--- src/rtl/nzcv_status_reg.sv ---
// Architectural NZCV status register: flag capture, condition-code evaluation
// and a small LIFO of saved flag sets for exception entry/return.
module nzcv_status_reg #(
  parameter int DEPTH  = 4,
  parameter int BYPASS = 1
) (
  input  logic                       clk,
  input  logic                       rst_n,
  input  logic [3:0]                 flags_in,
  input  logic                       s_bit,
  input  logic [3:0]                 opcode,
  input  logic                       stall,
  input  logic [3:0]                 cond,
  input  logic                       push,
  input  logic                       pop,
  output logic [3:0]                 nzcv,
  output logic                       cond_pass,
  output logic [$clog2(DEPTH):0]     stack_depth,
  output logic                       stack_full,
  output logic                       stack_empty,
  output logic                       stack_err
);

  localparam int PW = $clog2(DEPTH) + 1;
  localparam int AW = PW - 1;
  localparam logic [PW-1:0] DEPTH_W = PW'(DEPTH);

  typedef enum logic [3:0] {
    CC_EQ = 4'b0000, CC_NE = 4'b0001, CC_CS = 4'b0010, CC_CC = 4'b0011,
    CC_MI = 4'b0100, CC_PL = 4'b0101, CC_VS = 4'b0110, CC_VC = 4'b0111,
    CC_HI = 4'b1000, CC_LS = 4'b1001, CC_GE = 4'b1010, CC_LT = 4'b1011,
    CC_GT = 4'b1100, CC_LE = 4'b1101, CC_AL = 4'b1110, CC_NV = 4'b1111
  } cc_t;

  logic [3:0]    nzcv_reg;
  logic [3:0]    nzcv_next;
  logic [PW-1:0] depth_reg;
  logic [PW-1:0] depth_next;
  logic          err_reg;
  logic          err_next;
  logic [3:0]    entry_reg [DEPTH];

  logic          upd;
  logic          full;
  logic          empty;
  logic          push_ok;
  logic          pop_ok;
  logic          pop_bad;
  logic [PW-1:0] depth_dec;
  logic [3:0]    top_entry;
  logic [3:0]    eff;

  // ---------------------------------------------------------------------------
  // Control decode
  // ---------------------------------------------------------------------------
  assign upd     = s_bit & (opcode != 4'b1111) & ~stall;
  assign full    = (depth_reg == DEPTH_W);
  assign empty   = (depth_reg == '0);

  // Simultaneous push and pop cancel each other and count as an error.
  assign push_ok = push & ~pop & ~full;
  assign pop_ok  = pop & ~push & ~empty;
  assign pop_bad = pop & ~push & empty;

  assign depth_dec = depth_reg - PW'(1);
  assign top_entry = entry_reg[depth_dec[AW-1:0]];

  always_comb begin
    err_next = (push & pop) | (push & ~pop & full) | pop_bad;
  end

  always_comb begin
    depth_next = depth_reg;
    if (push_ok) begin
      depth_next = depth_reg + PW'(1);
    end else if (pop_ok) begin
      depth_next = depth_dec;
    end
  end

  // A restore outranks capture; an illegal pop freezes the flags entirely.
  always_comb begin
    nzcv_next = nzcv_reg;
    if (pop_ok) begin
      nzcv_next = top_entry;
    end else if (pop_bad) begin
      nzcv_next = nzcv_reg;
    end else if (upd) begin
      nzcv_next = flags_in;
    end
  end

  // ---------------------------------------------------------------------------
  // State registers
  // ---------------------------------------------------------------------------
  always_ff @(posedge clk or negedge rst_n) begin
    if (!rst_n) begin
      nzcv_reg  <= 4'b0000;
      depth_reg <= '0;
      err_reg   <= 1'b0;
    end else begin
      nzcv_reg  <= nzcv_next;
      depth_reg <= depth_next;
      err_reg   <= err_next;
    end
  end

  // Each stack slot captures the pre-update flags when it is the push target.
  generate
    for (genvar gi = 0; gi < DEPTH; gi++) begin : g_entry
      logic wr_en;
      assign wr_en = push_ok & (depth_reg == PW'(gi));

      always_ff @(posedge clk or negedge rst_n) begin
        if (!rst_n) begin
          entry_reg[gi] <= 4'b0000;
        end else if (wr_en) begin
          entry_reg[gi] <= nzcv_reg;
        end
      end
    end
  endgenerate

  // ---------------------------------------------------------------------------
  // Condition evaluation
  // ---------------------------------------------------------------------------
  generate
    if (BYPASS != 0) begin : g_bypass
      assign eff = upd ? flags_in : nzcv_reg;
    end else begin : g_no_bypass
      assign eff = nzcv_reg;
    end
  endgenerate

  always_comb begin
    logic n_f, z_f, c_f, v_f;
    n_f = eff[3];
    z_f = eff[2];
    c_f = eff[1];
    v_f = eff[0];
    cond_pass = 1'b0;
    case (cc_t'(cond))
      CC_EQ: cond_pass = z_f;
      CC_NE: cond_pass = ~z_f;
      CC_CS: cond_pass = c_f;
      CC_CC: cond_pass = ~c_f;
      CC_MI: cond_pass = n_f;
      CC_PL: cond_pass = ~n_f;
      CC_VS: cond_pass = v_f;
      CC_VC: cond_pass = ~v_f;
      CC_HI: cond_pass = c_f & ~z_f;
      CC_LS: cond_pass = ~c_f | z_f;
      CC_GE: cond_pass = (n_f == v_f);
      CC_LT: cond_pass = (n_f != v_f);
      CC_GT: cond_pass = ~z_f & (n_f == v_f);
      CC_LE: cond_pass = z_f | (n_f != v_f);
      CC_AL: cond_pass = 1'b1;
      CC_NV: cond_pass = 1'b0;
      default: cond_pass = 1'b0;
    endcase
  end

  // ---------------------------------------------------------------------------
  // Outputs
  // ---------------------------------------------------------------------------
  assign nzcv        = nzcv_reg;
  assign stack_depth = depth_reg;
  assign stack_full  = full;
  assign stack_empty = empty;
  assign stack_err   = err_reg;

endmodule

--- config.mk ---
export PLATFORM = sky130hd
export DESIGN_NAME = nzcv_status_reg
export DESIGN_NICKNAME = d
export VERILOG_FILES = /design/src/rtl/nzcv_status_reg.sv
export SDC_FILE = /design/constraint.sdc
export NUM_CORES = 1
export LEC_CHECK = 0
export CAP_MARGIN = 20
export CELL_PAD_IN_SITES_DETAIL_PLACEMENT = 0
export CELL_PAD_IN_SITES_GLOBAL_PLACEMENT = 1
export CORE_MARGIN = 5
export CORE_UTILIZATION = 36
export DETAILED_ROUTE_END_ITERATION = 6
export PLACE_DENSITY = 0.78
export SYNTH_ARGS = -nofsm -noshare
export SYNTH_HDL_FRONTEND = slang
export SYNTH_SLANG_ARGS = --single-unit
export TNS_END_PERCENT = 5
--- constraint.sdc ---
create_clock -name clk -period 2.5 [get_ports clk]
set_input_delay 0.5 -clock clk [delete_from_list [all_inputs] [get_ports clk]]
set_output_delay 0.5 -clock clk [all_outputs]
set_load 0.02 [all_outputs]
; Word-level counts from Yosys, hierarchy flattened
; Index checks and enable logic that the tools add are counted.
[word_totals]
reg_bits = 24
latch_bits = 0
mem_bits_rw = 0
rom_bits = 0
output_inout_bits = 11
elab_cells = 74
mem_count = 0
[classes]
n_addsub = 2
multipliers = 0
div = 0
magnitude_cmp = 1
eq_ne = 23
shifts = 0
n_mux = 9
bitwise = 29
n_reduce_logical = 3
[ops]
columns = op, n
row1 = $eq A4 B4 Y1 const B, 8
row2 = $mux W4, 5
row3 = $eq A4 B3 Y1 const B, 4
row4 = $pmux W1 S16, 1
row5 = $and A1 B1 Y1, 15
row6 = $not A1 Y1, 9
row7 = $bmux W4 S2, 1
row8 = $eq A4 B2 Y1 const B, 2
row9 = $eq A3 B2 Y1 const B, 2
row10 = $mux W3, 2
row11 = $eq A4 B1 Y1 const B, 1
row12 = $logic_not A4 Y1, 1
row13 = $ne A4 B4 Y1 const B, 1
row14 = $or A1 B1 Y1, 4
row15 = $add A3 B1 Y3 const B, 1
row16 = $eq A3 B1 Y1 const B, 1
row17 = $eq A3 B3 Y1 const B, 1
row18 = $ge A3 B3 Y1 const B, 1
row19 = $logic_not A3 Y1, 1
row20 = $not A2 Y3, 1
row21 = $sub A3 B1 Y3 const B, 1
row22 = $ne A2 B2 Y1 const B, 1
row23 = $reduce_bool A2 Y1, 1
row24 = $eq A1 B1 Y1, 1
row25 = $ne A1 B1 Y1, 1

; Depth between registers and ports, before layout
[depth]
depth_word = 7
ltp_mapped = 8

; Worst setup path before layout
; No wires, ideal clock.
[synth_timing]
path_type = input to output
from = in cond[1]
to = out cond_pass
arrival_ns = 2.093
t_required_ns = 2.000
setup_slack_ns = -0.093
stages = 6
cell_sequence = clkbuf_1 > mux4_1 > xnor2_1 > nor3b_1 > a2111oi_2 > a31oi_1
[synth_via]
elab_chain_len = 2
[synth_lines]
columns = item, line
row1 = start: declaration, 13  ; input logic [3:0] cond,
row2 = $eq A4 B4 Y1 (tied with other cells), 142  ; case (cc_t'(cond))
row3 = $pmux W1 S16 (*), 142
row4 = end: declaration, 17  ; output logic cond_pass,
; Mark *: on every way between the ends. The rest lies on a longest branch, timed or not.

; Worst setup path after layout
[layout_timing]
from = in opcode[3]
to = out cond_pass
[layout_via]
elab_chain_len = 7
[layout_lines]
columns = item, line
row1 = start: declaration, 11  ; input logic [3:0] opcode,
row2 = $ne A4 B4 Y1 (*), 56  ; assign upd = s_bit & (opcode != 4'b1111) & ~stall;
row3 = $and A1 B1 Y1 (*) (2 in a row), 56
row4 = $mux W4 (*), n/a
row5 = $ne A1 B1 Y1 (tied with other cells), "154, 156"
row6 = $or A1 B1 Y1 (tied with other cells), 156  ; CC_LE: cond_pass = z_f | (n_f != v_f);
row7 = $pmux W1 S16 (*), 142
; Marked as above.

==> out/metrics.cfg <==
[run_status]
outcome=complete, but fails checks
violations=negative setup slack

[sta]
fmax_mhz=376
finalMaxSlewViolations=0
fin_hold_ws_ns=0.496
worst_slew_pin_slew_ns=0.412
finalCritPeriodShare_pct=106
relSlewSlack_pct=72.4
setup_viol=1
finalClockSkew_ns=0.00412
finalHoldViolCount=0
tns_ns=-0.160
rsz0062_at_grt=true
fin_ws_ns=-0.160
min_period_ns=2.66

[clock_tree]
htree_levels=1
numCtsBuffers=3
cts-hold-fix-buffers=0
cts_buffer_depth=2
cts_setup_buffers=0
cts_root_buf=clkbuf_8
cts_tree=done
cts_sinks=24
clkTransAtPathRegs_ns=0.08
clock_latency_ns=0.26

[detailed_routing]
viasPerCell=5.27
routed-via-count=1223
wl_um=3550
detail_route.first_pass.iterations=4
remaining_drc_errors=0
detail-route-antenna-nets=0
wl_per_cell_um=15.3
first_iter_violations=21

[setup_path]
worstReg2RegEnd=entry_reg[12]
cp_max_fo=5
crit_type=in2out
critPathMaxStageDelay_ns=0.36
cp-end-kind=output port
critical_path_arrival_ns=2.16
reg2reg_depth=5
worstPathCellList=buf_6 > and4_4 > or2_4 > mux4_2 > xnor2_2 > nor3b_2 > a2111oi_2 > a31oi_2 > buf_4
critPathRequiredTime_ns=2.00
slowest_stage=a2111oi_2
critPathLaunchType=input pin
timing.rr.start=stack_depth[1]
r2r_setup_slack_ns=0.68

[final_layout]
multiInputGateArea_um2=875
layout_commonest_cell=dfrtp_1
diodes=0
largest_reg_flops=16
nFillCells=385
final_net_count=208
mostFrequentLayoutCells=dfrtp_1, buf_4, clkdlybuf4s50_1
syn_to_final_growth_pct=31.3
finalInstanceArea_mm2=0.00199
layout-drive-gt1-share_pct=29.7
ff_latch_area_um2=601

[logic_synthesis]
synthFlopType=dfrtp_1
synth.area.top_cells=dfrtp_1, mux2_2, mux2_1, mux4_2, ha_1
synth.top_cell.area_share_pct=39.6
synthMuxAreaShare_pct=21.9
synth_top_family_by_area=multiplexers
synthXorXnorAreaFrac_pct=4.04
async_flop_share_pct=100
synth_edf_count=0
ys_seq_elements=24
post_synth_and_or_nand_nor_area_fraction_pct=13.7
postSynthAreaPerCell_um2=10.6
ys_seq_area_share_pct=39.6
synth_fa_ha_area_share_pct=4.95
syn_area_mm2=0.00152
synth_cell_types=44
synth_warnings=0
synth-compound-area-share_pct=11.3
syn_inst=143
syn-num-nets=167
synth_top_area_cell=dfrtp_1

[pwr]
p_int_w=0.00131
power.total_w=0.00212
power_frac_clock_pct=10.4
peakVddDrop_v=0.000663
p_sw_w=0.000808
p_per_area_mw_per_mm2=1060
seqPwrFrac_pct=32.7
swShare_pct=38.2
combPwrFrac_pct=56.9
p_leak_nw=0.906

[worst_hold_path]
holdCritStartpoint=entry_reg[7]
holdPathStages=1
hold_class=reg2reg
hold_end=entry_reg[7]

[global_route]
grt_pass1_wl_um=6000
track_usage_pct=13.9
grt_max_degree=25
antenna_found_initial=0
grt_pass1_vias=1312
grt_overflow=0

[placed_design]
port_buffers=28
gp_routability_congestion=0.899
pre_cts_slack_ns=-0.994
dp_hpwl_um=2740
placed_cell_area_mm2=0.00195

[floorplan]
dieHeight_um=74.9
die_w_um=74.9
initial_core_util_pct=37.6
core_mm2=0.00403
rows=23
die-area_mm2=0.00561
ioPinCount=29

[job]
drv_cap=0

[layer usage]
layer | track usage (%) | vias up | routed length (um)
li1 | - | 590 | -
met1 | 17.4 | 604 | 1540
met2 | 24.8 | 25 | 1810
met3 | 2.00 | 4 | 156
met4 | 3.75 | 0 | 42
met5 | 0 | - | 0
[power groups by stage]
stage	clock network (W)	registers (W)	logic, W
global placement	0	0.000679	0.00115
global route	0.000242	0.000717	0.00131
CTS	0.000227	0.000694	0.00121
floorplan	0	0.000759	0.000670
detailed placement	0	0.000699	0.00119
finish	0.000220	0.000694	0.00120
[worst max-delay path by stage]
| stage | from | to | slack [ns] | cells past startpoint |
|---|---|---|---|---|
| 5_1_grt | opcode[3] | cond_pass | -0.26 | 9 |
| 2_1_floorplan | cond[1] | cond_pass | 0.0008 | 6 |
| 6_report | opcode[3] | cond_pass | -0.16 | 9 |
| 3_5_place_dp | opcode[1] | cond_pass | -0.99 | 9 |
| 4_1_cts | opcode[3] | cond_pass | -0.14 | 9 |
| 3_3_place_gp | opcode[1] | cond_pass | -0.93 | 9 |
[cells by family after synthesis]
kind of cell / after synthesis
AOI/OAI and AO/OA: 25
buffers and inverters: 16
DFF: 24
muxes: 24
adders and majority gates: 6
and+or+nand+nor: 41
xor gates and xnor gates: 7
[critical path, delay by kind of cell]
family | cells | cell delay, ns
AND/OR/NAND/NOR | 3 | 0.51
AO/OA/AOI/OAI | 2 | 0.42
multiplexers | 1 | 0.32
buffers and inverters | 2 | 0.26
XOR/XNOR | 1 | 0.15
[final cells by class]
cell class	count	area share [%]
Tap cell	50	3.14
Sequential cell	24	30.2
Multi-Input combinational cell	103	43.9
Inverter	6	1.19
Timing Repair Buffer	46	19.5
Clock buffer	3	2.07
[repair_timing]
action | 4_1_cts | 5_1_grt
pin swaps | 8 | 2
resized for setup | 35 | 2
endpoints found under the setup margin | 1 | 3
[synth_stat cells, types with 2 or more instances]
cell and number:
mux4_2 4, a21oi_1 4, a31oi_1 3, nand2_1 7, nor2_1 14, dfrtp_1 24
nor2b_1 3, o21ai_0 3, and3_1 2, nand3_1 2, mux2_2 9, mux2_1 8
o22ai_1 3, ha_1 6, inv_1 4, clkbuf_1 7, xnor2_1 5, xor2_1 2
nand2b_1 4, nor3_1 2, o211ai_1 4
[stage by stage]
step                      cells  util (%)
after floorplan             143         -
after global placement      229      48.5
after detailed placement    229      48.5
after CTS                   232      49.3
after global routing        232      49.4
final                       232      49.4
Note: power is estimated with default switching activity, not from simulation.
